[src/rtl/frmpool_pkg.sv]
// -----------------------------------------------------------------------------
// frmpool_pkg
// Shared definitions for the frame-pool arbiter:
//   - requester ID encoding for the two read ports (also used as the read tag)
//   - default address/data widths of the frame-pool SRAM wrapper
//   - width of the write-streak counter
// -----------------------------------------------------------------------------
package frmpool_pkg;

    localparam int FRMPOOL_ADDR_W = 6;
    localparam int FRMPOOL_DATA_W = 28;

    // Wide enough for any legal WR_STREAK_MAX (1..15).
    localparam int STREAK_W = 4;

    typedef enum logic {
        REQ_RD0 = 1'b0,
        REQ_RD1 = 1'b1
    } req_id_e;

endpackage

[src/rtl/frmpool_rr_arb2.sv]
// -----------------------------------------------------------------------------
// frmpool_rr_arb2
// Two-input round-robin picker for the read requesters.
// Ports:
//   req_i      [1:0]  request bits, one per reader
//   ptr_i             preferred reader this cycle
//   en_i              picker may grant this cycle (low when a write wins)
//   gnt_o      [1:0]  one-hot grant, all zero when nothing is granted
//   ptr_next_o        pointer for the next cycle
// -----------------------------------------------------------------------------
module frmpool_rr_arb2
    import frmpool_pkg::*;
(
    input  logic [1:0] req_i,
    input  req_id_e    ptr_i,
    input  logic       en_i,
    output logic [1:0] gnt_o,
    output req_id_e    ptr_next_o
);

    req_id_e other;

    assign other = (ptr_i == REQ_RD0) ? REQ_RD1 : REQ_RD0;

    // After a grant the pointer names the reader that was not served, so a
    // lone requester cannot lock out the other one once it starts asking.
    always_comb begin
        // NOTE: every output gets a default first so no path leaves it
        // unassigned, which would otherwise infer a latch.
        gnt_o      = 2'b00;
        ptr_next_o = ptr_i;
        if (en_i) begin
            if (req_i[ptr_i]) begin
                gnt_o[ptr_i] = 1'b1;
                ptr_next_o   = other;
            end else if (req_i[other]) begin
                gnt_o[other] = 1'b1;
                ptr_next_o   = ptr_i;
            end
        end
    end

endmodule

[src/rtl/frmpool_arb.sv]
// -----------------------------------------------------------------------------
// frmpool_arb
// Arbiter/sequencer in front of the single-port frame-pool SRAM wrapper.
// One write requester and two read requesters share the SRAM; at most one
// operation is issued per cycle. Writes win until they have been granted
// WR_STREAK_MAX times in a row with a read waiting, then a read is served.
// Ports:
//   clk, rst_n                       clock, asynchronous active-low reset
//   wr_valid/wr_ready/wr_addr/wr_data  write request channel
//   rd_valid/rd_ready [1:0], rd_addr    read request channels (packed addrs)
//   rsp_valid [1:0], rsp_data         read response, one cycle wide
//   ram_read_en, ram_write_en,
//   ram_addr_r, ram_addr_w,
//   ram_data_in                       registered SRAM command
//   ram_data_out                      SRAM read data (cycle after read_en)
//   busy                              command or response in flight
// Timing: handshake in T, SRAM command in T+1, read response in T+2.
// -----------------------------------------------------------------------------
module frmpool_arb
    import frmpool_pkg::*;
#(
    parameter int ADDR_W        = FRMPOOL_ADDR_W,
    parameter int DATA_W        = FRMPOOL_DATA_W,
    parameter int WR_STREAK_MAX = 4
) (
    input  logic                clk,
    input  logic                rst_n,

    input  logic                wr_valid,
    output logic                wr_ready,
    input  logic [ADDR_W-1:0]   wr_addr,
    input  logic [DATA_W-1:0]   wr_data,

    input  logic [1:0]          rd_valid,
    output logic [1:0]          rd_ready,
    input  logic [2*ADDR_W-1:0] rd_addr,

    output logic [1:0]          rsp_valid,
    output logic [DATA_W-1:0]   rsp_data,

    output logic                ram_read_en,
    output logic                ram_write_en,
    output logic [ADDR_W-1:0]   ram_addr_r,
    output logic [ADDR_W-1:0]   ram_addr_w,
    output logic [DATA_W-1:0]   ram_data_in,
    input  logic [DATA_W-1:0]   ram_data_out,

    output logic                busy
);

    // ---------------- arbitration ----------------
    logic                any_rd;
    logic                wr_gnt;
    logic [1:0]          rd_gnt;
    logic                rd_gnt_any;
    req_id_e             rd_tag;
    logic [ADDR_W-1:0]   rd_gnt_addr;

    req_id_e             rr_q, rr_d;
    logic [STREAK_W-1:0] streak_q, streak_d;

    assign any_rd = |rd_valid;

    // The streak limit only matters when a read is actually waiting.
    assign wr_gnt = wr_valid &&
                    ((streak_q < STREAK_W'(WR_STREAK_MAX)) || !any_rd);

    frmpool_rr_arb2 u_rr_arb2 (
        .req_i      (rd_valid),
        .ptr_i      (rr_q),
        .en_i       (!wr_gnt),
        .gnt_o      (rd_gnt),
        .ptr_next_o (rr_d)
    );

    assign wr_ready    = wr_gnt;
    assign rd_ready    = rd_gnt;
    assign rd_gnt_any  = |rd_gnt;
    assign rd_tag      = rd_gnt[1] ? REQ_RD1 : REQ_RD0;
    assign rd_gnt_addr = rd_gnt[1] ? rd_addr[ADDR_W +: ADDR_W]
                                   : rd_addr[0 +: ADDR_W];

    always_comb begin
        streak_d = streak_q;
        if (!any_rd || rd_gnt_any) begin
            streak_d = '0;
        end else if (wr_gnt) begin
            streak_d = streak_q + 1'b1;
        end
    end

    // ---------------- command and response pipeline ----------------
    logic              ram_read_en_q, ram_write_en_q;
    logic [ADDR_W-1:0] ram_addr_r_q, ram_addr_w_q;
    logic [DATA_W-1:0] ram_data_in_q;
    req_id_e           tag_q;        // reader owning the command in flight
    logic              rsp_pending_q;
    req_id_e           rsp_tag_q;    // reader owning the data arriving now
    logic [DATA_W-1:0] rsp_hold_q;   // last delivered response word

    // NOTE: state is updated with non-blocking assignments so every register
    // samples the pre-edge values, independent of statement order.
    always_ff @(posedge clk or negedge rst_n) begin
        if (!rst_n) begin
            rr_q           <= REQ_RD0;
            streak_q       <= '0;
            ram_read_en_q  <= 1'b0;
            ram_write_en_q <= 1'b0;
            ram_addr_r_q   <= '0;
            ram_addr_w_q   <= '0;
            ram_data_in_q  <= '0;
            tag_q          <= REQ_RD0;
            rsp_pending_q  <= 1'b0;
            rsp_tag_q      <= REQ_RD0;
            rsp_hold_q     <= '0;
        end else begin
            rr_q           <= rr_d;
            streak_q       <= streak_d;
            ram_write_en_q <= wr_gnt;
            ram_read_en_q  <= rd_gnt_any;
            if (wr_gnt) begin
                ram_addr_w_q  <= wr_addr;
                ram_data_in_q <= wr_data;
            end
            if (rd_gnt_any) begin
                ram_addr_r_q <= rd_gnt_addr;
                tag_q        <= rd_tag;
            end
            rsp_pending_q <= ram_read_en_q;
            rsp_tag_q     <= tag_q;
            if (rsp_pending_q) begin
                rsp_hold_q <= ram_data_out;
            end
        end
    end

    assign ram_read_en  = ram_read_en_q;
    assign ram_write_en = ram_write_en_q;
    assign ram_addr_r   = ram_addr_r_q;
    assign ram_addr_w   = ram_addr_w_q;
    assign ram_data_in  = ram_data_in_q;

    // SRAM data is only meaningful in the response cycle; otherwise replay
    // the last delivered word so rsp_data stays stable between responses.
    assign rsp_valid = !rsp_pending_q       ? 2'b00 :
                       (rsp_tag_q == REQ_RD1) ? 2'b10 : 2'b01;
    assign rsp_data  = rsp_pending_q ? ram_data_out : rsp_hold_q;

    assign busy = ram_read_en_q | ram_write_en_q | rsp_pending_q;

endmodule

[config.mk]
export PLATFORM = sky130hd
export DESIGN_NAME = frmpool_arb
export DESIGN_NICKNAME = d
export VERILOG_FILES = /design/src/rtl/frmpool_pkg.sv /design/src/rtl/frmpool_rr_arb2.sv /design/src/rtl/frmpool_arb.sv
export SDC_FILE = /design/constraint.sdc
export NUM_CORES = 1
export LEC_CHECK = 0
export BUFFER_PORTS_ARGS = -buffer_cell sky130_fd_sc_hd__buf_4
export CAP_MARGIN = 20
export CORE_ASPECT_RATIO = 1.1
export CORE_MARGIN = 2
export CORE_UTILIZATION = 40
export CTS_CLUSTER_DIAMETER = 60
export DETAILED_ROUTE_END_ITERATION = 7
export PLACE_DENSITY = 0.82
export SYNTH_ARGS = -nofsm -noshare
export SYNTH_HDL_FRONTEND = slang
export SYNTH_HIERARCHICAL = 1
export SYNTH_SLANG_ARGS = --single-unit
[constraint.sdc]
create_clock -name clk -period 2 [get_ports clk]
set_input_delay 0.1 -clock clk [delete_from_list [all_inputs] [get_ports clk]]
set_output_delay 0.1 -clock clk [all_outputs]
set_load 0.01 [all_outputs]
==> reports/results.tsv <==
stage	metric	value	unit
min_path	HP Class	input pin to register	
clocking	Max Buffers Root-to-Sink	2	
layout	fillers	546	
sta	worst-margin pin slew	485.5	ps
floorplanning	core area	0.007515	mm²
sta	Tcrit/Tclk final	86.14	%
outcome	outcome	finished, final reports clean	
yosys	syn_area_per_cell	15.95	µm²
sta	Worst Skew	10.24	ps
sta	total negative setup slack	0	ps
clocking	CTS Buf Count	9	
floorplanning	die width	88.30	µm
pwr	P_leak	2.530	nW
yosys	Seq cells post-synth	78	
clocking	# Post-CTS Setup Buffers	0	
yosys	most frequent cells after synthesis	dfrtp_1 (78), mux2_2 (34), mux2_4 (28)	
route	TritonRoute pass-1 iters	4	
pwr	worst vdd ir	578.2	µV
critical_path	crit path capture type	output pin	
grt	initial antenna violation count	0	
route	DRC viols	0	
sta	worst setup margin	277.2	ps
floorplanning	std cell rows	33	
grt	number of global-route vias before repair	2621	
clocking	CTS tree	built	
grt	first-pass GRT wire length	12580	µm
clocking	H-tree depth	3	
critical_path	crit-path max cell delay	530	ps
placed_design	Post-DP HPWL	5328	µm
yosys	area share of the largest cell type after synthesis	62.42	%
sta	fmax	580.5	MHz
route	Detail Route Antenna Nets	0	
clocking	Post-CTS Resized	0	
placed_design	final RePlAce weighted congestion	0.7467	
placed_design	Port-buffer cells	154	
pwr	pwr dens	884.8	mW/mm²
layout	FF+latch area	0.001952	mm²
yosys	Synth Flop Type	dfrtp_1	
critical_path	CP Data Arrival Time	1620	ps
sta	Slew headroom	67.63	%
clocking	Root Driver	clkbuf_8	
layout	area growth from synthesis to layout	65.23	%
sta	final setup fails	0	
grt	largest net degree at the start of global routing	42	
pwr	Design Power	4.571	mW
critical_path	WS Path Type	register to output pin	
sta	Slew Viols, Final	0	
layout	nets@finish	490	
placed_design	pre-CTS setup slack	374.5	ps
critical_path	CP max-delay cell	dfrtp_1	
yosys	Synth area leaders	dfrtp_1 (62%), mux2_4 (13%), mux2_2 (12%), mux2i_1 (2.6%), buf_8 (1.4%)	
critical_path	data required time of the worst path	1900	ps
floorplanning	Die Area	0.008541	mm²
route	Avg Vias per Cell	4.545	
placed_design	area post-placement	0.004429	mm²
sta	Fin. Hold Viols	0	
yosys	Synth warnings	6	
sta	unrepaired setup endpoints after global routing	false	
grt	grt total ovfl	0	
route	drt initial violations	40	
floorplanning	Initial Util	41.61	%
route	total number of vias	2359	
yosys	synthesized instance count	196	
route	Routed wire per std cell	15.08	µm
clocking	hold bufs inserted after CTS	50	
yosys	post-synthesis cell type count	27	
layout	share of cells above drive strength 1	58.21	%
floorplanning	die height	96.73	µm
job	MaxCap Viol Count	0	
yosys	post-synthesis cell area	0.003127	mm²
critical_path	crit-path leading delay family	flip-flops	
yosys	Seq/Total Area, Yosys	62.42	%
route	Routed WL	7824	µm
floorplanning	I/O Pins	155	
clocking	Sink Count	78	
yosys	post-synth net total	276	
clocking	insertion delay to the later sink of the worst-skew pair	340	ps
layout	final instance area	0.005166	mm²
yosys	FFs w/ async S/R, synth	100.0	%
critical_path	Worst Path Buf+Inv	2	
sta	Tmin final	1723	ps
critical_path	CP cell instances	buf_12, mux2_2, buf_4	
critical_path	Critical Path Source Type	register	
yosys	most common cell in the netlist	dfrtp_1	
layout	ant diodes	0	
layout	multi-input logic area	0.001079	mm²
yosys	Yosys top cell by area	dfrtp_1	
grt	GRT Total Usage	18.98	%
critical_path	worst-path maximum fanout	26	
clocking	clock transition at the registers of the reported paths	80	ps
yosys	EDFF count, synth	0	
worst register-to-register path, stage by stage, from the launching register on:
cell and delay (ps):
dfrtp_1 420, o22ai_2 140, nand2_2 120, nand2_1 120, a21oi_1 60, or4_1 530
mux2i_1 160
kinds of logic (layout without fill, tap and decap cells):
group	after synthesis	in the layout	share of synthesized area, %
buf+inv	13	231	3.081
simple gates	21	21	3.282
compound gates	13	13	2.561
flops	78	78	62.42
fa+ha+maj	1	1	0.4001
mux	70	70	28.25
report_power, final:
group / leakage [nW] / internal [mW] / switching, mW
logic: 1.49 / 0.739 / 0.487
registers: 0.922 / 1.83 / 0.118
clock network: 0.119 / 0.856 / 0.541
total: 2.53 / 3.43 / 1.15
flip-flops by register name (all words and copies together), names as in the netlist:
| name | flops |
|---|---|
| ram_read_en | 1 |
| ram_addr_r | 6 |
| rr_q | 1 |
| rsp_hold_q | 28 |
| ram_data_in | 28 |
| tag_q | 1 |
| ram_addr_w | 6 |
| streak_q | 4 |
| ram_write_en | 1 |
| rsp_tag_q | 1 |
| rsp_pending_q | 1 |
stage by stage:
stage | util, % | std cells | hold slack, ps
finish | 68.75 | 519 | 19.47
global route | 68.75 | 519 | 1.949
CTS | 68.75 | 519 | 0.7255
detailed placement | 58.94 | 454 | 101.0
global placement | 58.94 | 454 | 91.11
floorplan | - | 196 | -195.6
final timing paths:
kind                                  startpoint        endpoint  slack, ps  depth (start not counted)
worst min-delay path            ram_data_out[15]  rsp_hold_q[15]         20                          2
min in group asynchronous                  rst_n  rsp_hold_q[22]        270                          2
worst max-delay path               rsp_pending_q    rsp_data[25]        280                          3
worst max register to register       streak_q[3]     streak_q[0]        380                          6
max in group asynchronous                  rst_n     streak_q[0]       1140                          3
worst min register to register             tag_q       rsp_tag_q        390                          0
metal layers:
| metal | vias up | track usage [%] | share of wire (%) |
|---|---|---|---|
| met1 | 1144 | 22.81 | 40 |
| met4 | 0 | 7.692 | 1.7 |
| met3 | 12 | 4.693 | 6.7 |
| met2 | 99 | 32.04 | 52 |
| li1 | 1104 | - | - |
| met5 | - | 0 | 0 |
final cells by class:
type,count,share of cell area (%)
tap,105,2.543
clock buffer,11,2.737
multi-input combinational,105,20.88
clock inverter,4,1.841
timing repair buffer,211,33.81
sequential,78,37.78
inverter,5,0.4117
layout by cell type (no fill, tap or decap), types with 2 or more instances in the layout:
cell type / Yosys / routed
nand2_1: 8 / 8
dfrtp_1: 78 / 78
bufinv_16: 0 / 3
buf_4: 0 / 158
buf_12: 0 / 3
mux2_4: 28 / 28
a21oi_1: 2 / 2
nor2_1: 5 / 5
mux2i_1: 8 / 8
clkbuf_8: 0 / 10
dlygate4sd3_1: 0 / 50
mux2_2: 34 / 34
inv_1: 4 / 4
o21ai_0: 7 / 7
(Power assumes the default switching activity.)
